## config.mk

```make
export PLATFORM = sky130hd
export DESIGN_NAME = dff_register_arbiter
export DESIGN_NICKNAME = d
export VERILOG_FILES = /design/src/rtl/dff_arb_pkg.sv /design/src/rtl/dff_load_register.sv /design/src/rtl/dff_register_arbiter.sv
export SDC_FILE = /design/constraint.sdc
export NUM_CORES = 1
export LEC_CHECK = 0
export CAP_MARGIN = 20
export CELL_PAD_IN_SITES_DETAIL_PLACEMENT = 2
export CELL_PAD_IN_SITES_GLOBAL_PLACEMENT = 2
export CORE_MARGIN = 2
export CORE_UTILIZATION = 21
export CTS_CLUSTER_SIZE = 24
export DETAILED_ROUTE_END_ITERATION = 7
export GPL_TIMING_DRIVEN = 0
export PLACE_DENSITY = 0.87
export SLEW_MARGIN = 5
export SYNTH_ARGS = -nofsm -noshare
export SYNTH_HDL_FRONTEND = slang
export SYNTH_SLANG_ARGS = --single-unit
```

## constraint.sdc

```tcl
create_clock -name CLK -period 2 [get_ports CLK]
set_clock_uncertainty 0.2 [all_clocks]
set_input_delay 0.3 -clock CLK [delete_from_list [all_inputs] [get_ports CLK]]
set_output_delay 0.3 -clock CLK [all_outputs]
set_load 0.03 [all_outputs]
```

## src/rtl/dff_arb_pkg.sv

```systemverilog
// Shared definitions for the two-requester register arbiter: state encoding,
// requester IDs, default width and the tie-break helper.
package dff_arb_pkg;

    localparam int unsigned DEFAULT_WIDTH = 8;

    typedef enum logic [1:0] {
        ST_IDLE    = 2'd0,
        ST_GRANT   = 2'd1,
        ST_ACK     = 2'd2,
        ST_RELEASE = 2'd3
    } state_e;

    localparam logic ID_A = 1'b0;
    localparam logic ID_B = 1'b1;

    // With rr set, a tie goes to whoever was not served last; otherwise A always wins.
    function automatic logic pick_winner(input logic req_a, input logic req_b,
                                         input logic last, input logic rr);
        logic winner;
        if (req_a && req_b) begin
            winner = rr ? ~last : ID_A;
        end else if (req_a) begin
            winner = ID_A;
        end else begin
            winner = ID_B;
        end
        return winner;
    endfunction

endpackage

```

## src/rtl/dff_load_register.sv

```systemverilog
// WIDTH-bit D-register with synchronous active-high reset and load enable.
module dff_load_register
    import dff_arb_pkg::*;
#(
    parameter int unsigned WIDTH = DEFAULT_WIDTH
) (
    input  logic             clk,
    input  logic             rst,
    input  logic             load,
    input  logic [WIDTH-1:0] d,
    output logic [WIDTH-1:0] q
);

    logic [WIDTH-1:0] q_q;

    always_ff @(posedge clk) begin
        if (rst) begin
            q_q <= '0;
        end else if (load) begin
            q_q <= d;
        end
    end

    assign q = q_q;

endmodule

```

## src/rtl/dff_register_arbiter.sv

```systemverilog
// Arbitrates two requesters onto one shared register via a Moore FSM.
// Define ROUND_ROBIN_EN for alternating tie-breaks; default is fixed priority to A.
module dff_register_arbiter
    import dff_arb_pkg::*;
#(
    parameter int unsigned WIDTH = DEFAULT_WIDTH
) (
    input  logic             CLK,
    input  logic             RST,
    input  logic             REQ_A,
    input  logic [WIDTH-1:0] D_A,
    input  logic             REQ_B,
    input  logic [WIDTH-1:0] D_B,
    output logic             GNT_A,
    output logic             GNT_B,
    output logic             ACK_A,
    output logic             ACK_B,
    output logic [WIDTH-1:0] Q,
    output logic             BUSY
);

`ifdef ROUND_ROBIN_EN
    localparam logic RR_EN = 1'b1;
`else
    localparam logic RR_EN = 1'b0;
`endif

    state_e           state_q, state_d;
    logic             own_q, own_d;
    logic             last_q, last_d;
    logic             req_own;
    logic [WIDTH-1:0] d_own;
    logic             load;
    logic             owns;

    assign req_own = (own_q == ID_B) ? REQ_B : REQ_A;
    assign d_own   = (own_q == ID_B) ? D_B : D_A;
    assign load    = (state_q == ST_GRANT) && req_own;

    always_ff @(posedge CLK) begin
        if (RST) begin
            state_q <= ST_IDLE;
            own_q   <= ID_A;
            last_q  <= ID_B;
        end else begin
            state_q <= state_d;
            own_q   <= own_d;
            last_q  <= last_d;
        end
    end

    always_comb begin
        state_d = state_q;
        own_d   = own_q;
        last_d  = last_q;
        unique case (state_q)
            ST_IDLE: begin
                if (REQ_A || REQ_B) begin
                    own_d   = pick_winner(REQ_A, REQ_B, last_q, RR_EN);
                    state_d = ST_GRANT;
                end
            end
            // A withdrawn request aborts without writing or touching LAST.
            ST_GRANT:   state_d = req_own ? ST_ACK : ST_IDLE;
            ST_ACK: begin
                last_d  = own_q;
                state_d = ST_RELEASE;
            end
            ST_RELEASE: begin
                if (!req_own) begin
                    state_d = ST_IDLE;
                end
            end
            default:    state_d = ST_IDLE;
        endcase
    end

    assign owns  = (state_q == ST_GRANT) || (state_q == ST_ACK);
    assign GNT_A = owns && (own_q == ID_A);
    assign GNT_B = owns && (own_q == ID_B);
    assign ACK_A = (state_q == ST_ACK) && (own_q == ID_A);
    assign ACK_B = (state_q == ST_ACK) && (own_q == ID_B);
    assign BUSY  = (state_q != ST_IDLE);

    dff_load_register #(
        .WIDTH (WIDTH)
    ) u_reg (
        .clk  (CLK),
        .rst  (RST),
        .load (load),
        .d    (d_own),
        .q    (Q)
    );

endmodule

```

# [After elaboration in Yosys (flattened, before gate mapping)]
# Index checks and enable logic that the tools add are counted.
# Widths: inputs -> output; s select.
[word_totals] regBits=11 elab_cells=29 out_inout_bits=13
[op_classes] muxes=8 n_eq_ne=5 reduce_logical=12 n_bitwise=1
[op_table] operator="$mux 8" n=1
[op_table] operator="$pmux 2 s4" n=1
[op_table] operator="$logic_and 1x1->1" n=6
[op_table] operator="$mux 2" n=3
[op_table] operator="$eq 2x2->1 const B" n=2
[op_table] operator="$ne 2x2->1 const B" n=2
[op_table] operator="$reduce_and 2->1" n=2
[op_table] operator="$mux 1" n=3
[op_table] operator="$eq 2x1->1 const B" n=1
[op_table] operator="$logic_not 2->1" n=1
[op_table] operator="$logic_or 1x1->1" n=2
[op_table] operator="$reduce_bool 2->1" n=1
[op_table] operator="$not 1->1" n=1

# [Logic depth before layout (Yosys ltp)]
# Gate-level depths: netlist (run 1).
[logic_depth] ltp_word=3 depth_mapped=6 ltp_nobuf=5

# [Cells and area by module]
# From an unflattened synthesis (run 1), not the netlist that was laid out.
[unflattened] cells_unflattened=63 hier_area_um2=646.9
[modules_own_cells] module="dff_register_arbiter" area_each_um2=361.6 instances=1 cells_each=37
[modules_own_cells] module="dff_load_register" area_each_um2=285.3 instances=1 cells_each=26

# [Least setup slack after synthesis (run 1)]
# OpenSTA, ideal clock, no wires.
[synth_timing] kind="reg2out" startpoint="reg state_q[0]" endpoint="out GNT_A" slack_ns=0.337 stages_incl_launch_ff=4 n_path_buf=0 arrival_ns=1.163 required_ns=1.500 cell_sequence="dfxtp_1 > inv_1 > ha_1 > nor2b_1"
[synth_between] elab_chain_cells=3 elab_cells_between_ends=4
[synth_lines] item="from (decl)" line="dff_register_arbiter.sv:28" text="state_e state_q, state_d;"
[synth_lines] item="from (signal assigned)" line="dff_register_arbiter.sv:46" text="state_q <= state_d;"
[synth_lines] item="$eq 2x1->1 or $eq 2x2->1 (tied branches)"
[synth_lines] item="$logic_or 1x1->1 (*)" line="dff_register_arbiter.sv:78" text="assign owns = (state_q == ST_GRANT) || (state_q == ST_ACK);"
[synth_lines] item="$logic_and 1x1->1 (*)" line="dff_register_arbiter.sv:79" text="assign GNT_A = owns && (own_q == ID_A);"
[synth_lines] item="to (decl)" line="dff_register_arbiter.sv:14" text="output logic GNT_A,"
# Mark *: on every way between the ends. The rest lies on a longest branch, timed or not.

# [Worst setup path in the final report (run 1)]
[layout_timing] startpoint="reg state_q[0]" endpoint="out ACK_B"
[layout_between] elab_chain_cells=2
[layout_lines] item="$eq 2x2->1"
[layout_lines] item="$logic_and 1x1->1" line="dff_register_arbiter.sv:82" text="assign ACK_B = (state_q == ST_ACK) && (own_q == ID_B);"
[layout_lines] item="to (decl)" line="dff_register_arbiter.sv:17" text="output logic ACK_B,"
# Every way passes these cells.

==> results.cfg, run 1 <==
[sta]
fin_setup_tns_ps = 0
slew_headroom_pct = 67.2
fin_crit_ps = 1910
setup_violations = 0
rsz0062_at_grt = no
hold_violations = 0
fin_crit_sh_pct = 95.3
fmax_mhz = 525
whs_ps = 315
worst_slew_pin_slew_ps = 491
slew_violations = 0

[clock_network]
post-cts-setup-buffers = 0
cts_buffer_depth = 2
h-tree-depth = 1
cts_tree = done
cts-buffers-inserted = 3
root_buffer = clkbuf_4
clk_pin_slew_ps = 80
cts.sinks = 11
clk_latency_ps = 270

[synthesis]
synth_fa_ha_area_share_pct = 9.84
yosys.area_share.simple_pct = 8.27
synth_nets = 90
yosysSeqAreaShare_pct = 34.6
muxShareOfSynthArea_pct = 16.5
synth_compound_area_share_pct = 22.6
synth_top_family_by_area = compound AO/OA/AOI/OAI gates
synth_xor_area_share_pct = 0
synth_area_um2 = 636
avgSynthCellArea_um2 = 9.78
synth_cells = 65
yosys_warnings = 0
yosysUniqueCellTypes = 17
ys_ff_latch = 11

[detailed_routing]
post-route-drc-count = 0
first_pass_iters = 2
route.vias.total = 652
wirelength_um = 1970
ant_nets = 0
via_per_inst = 4.98
drt-initial-drc-count = 2
routedWlPerCell_um = 15.0

[power_and_ir_drop]
p_leak_nw = 0.381
cellInternalPower_mw = 0.442
p_per_area_nw_per_um2 = 679
p_sw_mw = 0.239
pwr-share-seq_pct = 37.5
sw_frac_of_total_pct = 35.1
comb_power_share_pct = 39.1
vdd_drop_max_mv = 0.205
pwr-share-clk_pct = 23.3

[floorplan]
core_um2 = 2810
num_io_pins = 33
die_h_um = 59.0
dieArea_um2 = 3480
start_util_pct = 22.7
die-width_um = 59.0
rows = 19

[placement]
dp_cells = 128
dpl_cell_area_um2 = 995
gp_congestion = 0.792
port_buffers = 32
dp_hpwl_um = 1600

[finish]
num_antenna_cells = 0
stdcell_area_um2 = 1000
instances_no_fill = 131
layout.core_utilization_pct = 35.8
final_nets = 126
final.fill_count = 324
areaGrowthSynthToFinish_pct = 57.9
multi_input_area_um2 = 364
regArea_um2 = 220
drive_above_1_share_pct = 13.0

[worst_setup_path]
crit_fanout = 5
worstSetupStartpointType = flip-flop
cp.arrival_ps = 1410
cp.required_ps = 1500
end_kind = primary output
path_class = flip-flop to primary output

[run]
cap_violations = 0

[global_routing]
antenna_found_initial = 0
overflow = 0
grt_max_degree = 11
grt_pass1_vias = 754
grt_pass1_wl_um = 3350
grt_usage_pct = 13.2

[worst_hold_path]
hp-class = flip-flop to flip-flop

[run_status]
status = complete, no violations
## flip-flops by register name (all words and copies together), names as in the netlist, named ones only
register	flops
own_q	1
u_reg.q	8
state_q	1
## cell usage after synthesis
cell / count / area [µm²]
buf_2: 2 / 10.0
buf_6: 2 / 22.5
ha_1: 5 / 62.6
nor3b_1: 1 / 7.51
and2_1: 3 / 18.8
inv_1: 3 / 11.3
mux2i_1: 9 / 90.1
nor2b_1: 2 / 12.5
clkbuf_1: 2 / 7.51
a21o_1: 1 / 7.51
nand3b_1: 1 / 7.51
a2111oi_0: 1 / 8.76
mux2_4: 1 / 15.0
a21oi_1: 9 / 45.0
a211oi_1: 11 / 82.6
dfxtp_1: 11 / 220
nand2b_1: 1 / 6.26
## worst paths after layout
check | start | endpoint | slack [ps] | cells past startpoint
min | flip-flop | flip-flop | 320 | 2
max | state_q[0]$_SDFFE_PP0P_ | ACK_B | 90 | 4
max reg2reg | flip-flop | u_reg.q[6]$_SDFFE_PP0P_ | 180 | 6
min reg2reg | flip-flop | flip-flop | 320 | 2
## critical path, stage by stage (launching register included)
cell and delay, ps:
dfxtp_1 390, inv_2 90, ha_1 220, and2_1 160, clkdlybuf4s15_2 270
## cell families (layout without fill, tap and decap cells)
kind of cell | after synthesis | count (layout)
adders and majority gates | 5 | 5
muxes | 10 | 10
and+or+nand+nor | 8 | 8
buffers and inverters | 9 | 44
DFF | 11 | 11
AOI/OAI and AO/OA | 22 | 22
## final cells by class
type                    count  area share [%]
plain buffers               5            3.49
clock buffers               4            2.62
inverters                   3            1.12
multi-input cells          45            36.3
flip-flops and latches     11            21.9
well taps                  31            3.87
repair buffers             32            30.7
## per-stage QoR
step	setup slack, ps	power (mW)
floorplan	337	0.419
global placement	-44.6	0.531
detailed placement	-93.2	0.543
CTS	-37.1	0.705
global route	5.50	0.731
finish	94.9	0.682
## cells in the final DEF, fill, tap and decap left out, drive strengths merged
cell type,synthesis,routed
a2111oi,1,1
a211oi,11,11
a21o,1,1
a21oi,9,9
and2,3,3
buf,4,5
clkbuf,2,7
clkdlybuf4s15,0,2
clkdlybuf4s50,0,27
dfxtp,11,11
ha,5,5
inv,3,3
mux2,1,1
mux2i,9,9
nand2b,1,1
nand3b,1,1
nor2b,2,2
nor3b,1,1
## routing by layer
layer	wire, µm	vias to the layer above	global-route usage [%]	share of wire, %
met4	27	0	6.82	1.4
met2	1090	20	25.2	55
met3	81	2	1.97	4.1
met1	768	325	13.7	39
li1	-	305	-	-
met5	0	-	0	0
## timing repair
action	4_1_cts	5_1_grt
endpoints found under the hold margin	0	0
hold buffers	0	0
endpoints found under the setup margin	5	6
resized for setup	16	4
## power by group through the flow
| stage | clock [mW] | sequential [mW] | combinational (mW) |
|---|---|---|---|
| finish | 0.159 | 0.256 | 0.267 |
| global route | 0.179 | 0.260 | 0.293 |
| CTS | 0.170 | 0.256 | 0.279 |
| detailed placement | 0 | 0.261 | 0.282 |
| global placement | 0 | 0.260 | 0.272 |
| floorplan | 0 | 0.292 | 0.127 |
Note: power is estimated with default switching activity, not from simulation.
==> run 2: changes to the inputs <==
--- a/config.mk
+++ b/config.mk
@@ -9,12 +9,13 @@
 export CELL_PAD_IN_SITES_DETAIL_PLACEMENT = 2
 export CELL_PAD_IN_SITES_GLOBAL_PLACEMENT = 2
 export CORE_MARGIN = 2
-export CORE_UTILIZATION = 21
+export CORE_UTILIZATION = 22
 export CTS_CLUSTER_SIZE = 24
 export DETAILED_ROUTE_END_ITERATION = 7
 export GPL_TIMING_DRIVEN = 0
-export PLACE_DENSITY = 0.87
+export PLACE_DENSITY = 0.89
 export SLEW_MARGIN = 5
 export SYNTH_ARGS = -nofsm -noshare
 export SYNTH_HDL_FRONTEND = slang
+export SYNTH_HIERARCHICAL = 1
 export SYNTH_SLANG_ARGS = --single-unit
==> run 2 against run 1 <==
Compared with the run above: combinational power down 5%; sequential power is essentially flat; area after synthesis rose by 1.8%; synthesized cell count is 3.1% lower; die area shrank 2.7%; via count is 9.0% lower; clock-buffer cell count is the same; worst hold slack worse by 12 ps; maximum frequency is 1.7% higher; register-to-register slack improved by 120 ps; final area is 0.87% higher; global-route usage rose by 0.24 points; critical endpoint is now GNT_B; largest power group is now sequential cells.
==> results.cfg, run 2 <==
[run_status]
status = complete, no violations

[clock_network]
cts-buffers-inserted = 3
clk_pin_slew_ps = 70
h-tree-depth = 1
cts.sinks = 11
root_buffer = clkbuf_4
post-cts-setup-buffers = 0
cts_tree = done
clk_latency_ps = 280
cts_buffer_depth = 2

[sta]
worst_slew_pin_slew_ps = 373
rsz0062_at_grt = no
fmax_mhz = 534
slew_headroom_pct = 75.1
hold_violations = 0
setup_violations = 0
fin_crit_sh_pct = 93.7
slew_violations = 0
fin_crit_ps = 1870

[floorplan]
die-width_um = 58.2
num_io_pins = 33
dieArea_um2 = 3390
rows = 19
die_h_um = 58.2
start_util_pct = 23.3
core_um2 = 2780

[synthesis]
synth_top_cell_area_share_pct = 34.0
synth_nets = 88
yosysSeqAreaShare_pct = 34.0
yosys_warnings = 6
synth_cells = 63
synth_largest_area_cell = dfxtp_1
synth-edff-count = 0
async_flop_share_pct = 0
synth_area_um2 = 647
ys_ff_latch = 11
ys.flop_type = dfxtp_1
synthTopCellsByCount = 11 x dfxtp_1, 10 x mux2i_1, 9 x nor2_1
yosysUniqueCellTypes = 19
synth.top_cells.by_area = dfxtp_1 34%, mux2i_1 15%, mux2_2 14%
yosysMostFrequentCell = dfxtp_1
avgSynthCellArea_um2 = 10.3

[placement]
gp_congestion = 0.730
port_buffers = 32
dp_hpwl_um = 1520
dp_cells = 126

[global_routing]
grt_pass1_vias = 675
grt_usage_pct = 13.4
overflow = 0
antenna_found_initial = 0
grt_pass1_wl_um = 3260
grt_max_degree = 11

[finish]
instances_no_fill = 130
areaGrowthSynthToFinish_pct = 56.5
final_cell_mix = 27 x clkdlybuf4s50_1, 10 x mux2i_1, 9 x nor2_1, 9 x dfxtp_1, 8 x mux2_2
num_antenna_cells = 0
drive_above_1_share_pct = 22.2
final.fill_count = 295
final_nets = 125
final_common_cell = clkdlybuf4s50_1
largest_register_ffs = 8

[power_and_ir_drop]
vdd_drop_max_mv = 0.414
p_leak_nw = 0.412
p_per_area_nw_per_um2 = 664
power.total_mw = 0.672

[worst_setup_path]
worstSetupStartpointType = flip-flop
path_class = flip-flop to primary output
cp.required_ps = 1500
crit_fanout = 4
cp.arrival_ps = 1370
end_kind = primary output

[detailed_routing]
route.vias.total = 593
post-route-drc-count = 0
routedWlPerCell_um = 14.5
wirelength_um = 1890
ant_nets = 0
first_pass_iters = 1
drt-initial-drc-count = 0
via_per_inst = 4.56

[run]
cap_violations = 0

[worst_hold_path]
hp-class = flip-flop to flip-flop
## run 2: cell types whose count changed after synthesis, sizes merged, moves of 2 or more
cell    previous run  this run
mux2               1         9
a21oi              9         1
clkbuf             2         0
nor2               0         9
a211oi            11         1
## run 2: kinds of logic (layout without fill, tap and decap cells)
family,count (synthesis),after routing,share of synthesized area [%]
compound gates,5,5,6.58
fa+ha+maj,5,5,9.67
buf+inv,6,42,4.83
flops,11,11,34.0
mux,19,19,31.7
simple gates,17,17,13.2
## run 2: per-stage QoR
stage	utilization, %	setup TNS [ps]	worst slack, ps	area, µm²	hold slack [ps]
after CTS	37.2	0	1.80	1040	310
after floorplan	-	0	314	647	178
final	36.4	0	126	1010	304
after global routing	36.4	0	22.3	1010	344
after detailed placement	36.2	-341	-119	1010	290
after global placement	36.2	-151	-81.9	1010	271
## run 2: final timing paths
check	from	to	slack, ps	cells past startpoint
setup / recovery	state_q[0]$_SDFFE_PP0P_	GNT_B	130	4
hold / removal	state_q[0]$_SDFFE_PP0P_	state_q[0]$_SDFFE_PP0P_	300	2
setup reg to reg	own_q$_SDFFE_PP0P_	u_reg/q[6]$_SDFFE_PP0P_	300	5
hold reg to reg	state_q[0]$_SDFFE_PP0P_	state_q[0]$_SDFFE_PP0P_	300	2
## run 2: final cells by class
class	count	area [µm²]	area share (%)
Buffer	3	22.5	2.22
Clock buffer	4	26.3	2.60
Inverter	3	11.3	1.11
Multi-Input combinational cell	46	395	39.1
Sequential cell	11	223	22.0
Tap cell	31	38.8	3.83
Timing Repair Buffer	32	295	29.2
## run 2: timing repair
item,4_1_cts,5_1_grt
setup endpoints to repair,5,4
resized for setup,19,7
hold buffers,0,0
gates cloned,0,0
## run 2: report_power, final
part / internal (mW) / switching [mW] / total (mW)
clock: 0.0774 / 0.0854 / 0.163
combinational: 0.127 / 0.126 / 0.254
sequential: 0.239 / 0.0164 / 0.256
## run 2: critical path: stages (launching register included)
cell	delay, ps
dfxtp_2	360
inv_1	100
ha_1	310
and2_1	150
buf_2	170
## run 2: metal layers
layer | wire, µm | track usage [%]
met1 | 724 | 13.1
met5 | 0 | 0
met3 | 167 | 6.03
met2 | 960 | 23.2
met4 | 38 | 7.97
==> run 3: changes to the inputs <==
--- a/config.mk
+++ b/config.mk
@@ -9,11 +9,11 @@
 export CELL_PAD_IN_SITES_DETAIL_PLACEMENT = 2
 export CELL_PAD_IN_SITES_GLOBAL_PLACEMENT = 2
 export CORE_MARGIN = 2
-export CORE_UTILIZATION = 22
+export CORE_UTILIZATION = 23
 export CTS_CLUSTER_SIZE = 24
 export DETAILED_ROUTE_END_ITERATION = 7
 export GPL_TIMING_DRIVEN = 0
-export PLACE_DENSITY = 0.89
+export PLACE_DENSITY = 0.92
 export SLEW_MARGIN = 5
 export SYNTH_ARGS = -nofsm -noshare
 export SYNTH_HDL_FRONTEND = slang
==> constraint.sdc (replaced) <==
create_clock -name CLK -period 2.2 [get_ports CLK]
set_clock_uncertainty 0.2 [all_clocks]
set_input_delay 0.33 -clock CLK [delete_from_list [all_inputs] [get_ports CLK]]
set_output_delay 0.33 -clock CLK [all_outputs]
set_load 0.03 [all_outputs]
==> run 3 against run 2 <==
Compared with the run above: routed wire length rose by 4.7%; highest routed layer is now met3; final area rose by 0.74%; worst hold slack improved by 21 ps; register-to-register slack improved by 160 ps; critical path depth fell by 1; critical path type unchanged.
==> results.cfg, run 3 (same netlist as run 2, synthesis figures left out) <==
[sta]
fmax_mhz = 479
worst_slew_pin_slew_ps = 328
setup_ws_ps = 112
setup_violations = 0
slew_headroom_pct = 78.1
fin_crit_ps = 2090
whs_ps = 325
rsz0062_at_grt = no
hold_violations = 0
fin_setup_tns_ps = 0
fin_crit_sh_pct = 94.9
slew_violations = 0

[detailed_routing]
routedWlPerCell_um = 15.2
route.vias.total = 600
post-route-drc-count = 0
wirelength_um = 1980
drt-initial-drc-count = 0
via_per_inst = 4.62
ant_nets = 0
first_pass_iters = 1

[run_status]
status = complete, no violations

[clock_network]
cts_tree = done
cts.sinks = 11
root_buffer = clkbuf_4
cts-buffers-inserted = 3
post-cts-setup-buffers = 0
cts_hold_buf = 0
cts_buffer_depth = 2
clk_pin_slew_ps = 80
clk_latency_ps = 270
h-tree-depth = 1

[worst_hold_path]
min-delay-start = u_reg/q[0]$_SDFFE_PP0P_
hp-class = flip-flop to flip-flop

[power_and_ir_drop]
p_per_area_nw_per_um2 = 597
power.total_mw = 0.609
vdd_drop_max_mv = 0.322
p_leak_nw = 0.414

[finish]
areaGrowthSynthToFinish_pct = 57.6
stdcell_area_um2 = 1020
final.fill_count = 317
final_common_cell = clkdlybuf4s50_1
multi_input_area_um2 = 395
regArea_um2 = 220
largest_register_ffs = 8
drive_above_1_share_pct = 17.2
final_nets = 125
instances_no_fill = 130
layout.core_utilization_pct = 37.6
final_cell_mix = 27 x clkdlybuf4s50_1, 11 x dfxtp_1, 10 x mux2i_1
num_antenna_cells = 0

[worst_setup_path]
rr_startpoint = own_q$_SDFFE_PP0P_
end_kind = primary output
path_class = flip-flop to primary output
worstSetupStartpointType = flip-flop
crit_start = own_q$_SDFFE_PP0P_
ff2ff_setup_slack_ps = 460
cp.arrival_ps = 1560
cp.required_ps = 1670
crit_fanout = 10

[placement]
dp_cells = 126
port_buffers = 32
dpl_cell_area_um2 = 1010
place_ws_ps = 5.11
gp_congestion = 0.685
dp_hpwl_um = 1660

[floorplan]
core_um2 = 2710
die-width_um = 57.0
start_util_pct = 23.9
num_io_pins = 33
dieArea_um2 = 3250
die_h_um = 57.0
rows = 19

[global_routing]
antenna_found_initial = 0
grt_usage_pct = 13.7
grt_pass1_vias = 728
overflow = 0
grt_pass1_wl_um = 3480
grt_max_degree = 11

[run]
cap_violations = 0
-- run 3: path summary, 6_finish.rpt --
check,endpoint,depth (start not counted)
worst min register to register,u_reg/q[0]$_SDFFE_PP0P_,2
worst max register to register,u_reg/q[3]$_SDFFE_PP0P_,5
worst max-delay path,ACK_B,3
worst min-delay path,u_reg/q[0]$_SDFFE_PP0P_,2
-- run 3: worst max-delay path, stage by stage (launching register included) --
cell           delay [ps]
dfxtp_1               450
buf_2                 280
and2_1                160
dlygate4sd2_1         400
-- run 3: layout make-up --
class	count	share of cell area [%]
repair buffers	32	30.2
multi-input cells	46	38.8
well taps	31	3.80
flip-flops and latches	11	21.6
clock buffers	4	2.58
plain buffers	3	1.96
inverters	3	1.10
-- run 3: timing repair --
action	4_1_cts	5_1_grt
pin swaps	0	0
gates resized for setup	6	4
endpoints found under the hold margin	0	0
endpoints found under the setup margin	5	3
-- run 3: layer usage --
metal,global-route usage [%],share of wire (%),up-vias,wire (µm)
met4,2.99,0,0,0
met5,0,0,-,0
met1,13.8,37,290,736
met3,4.76,7.3,0,144
li1,-,-,287,-
met2,26.9,56,23,1100
-- run 3: power by group --
part	switching [mW]	internal, mW
logic	0.119	0.117
registers	0.0146	0.217
clock network	0.0716	0.0701
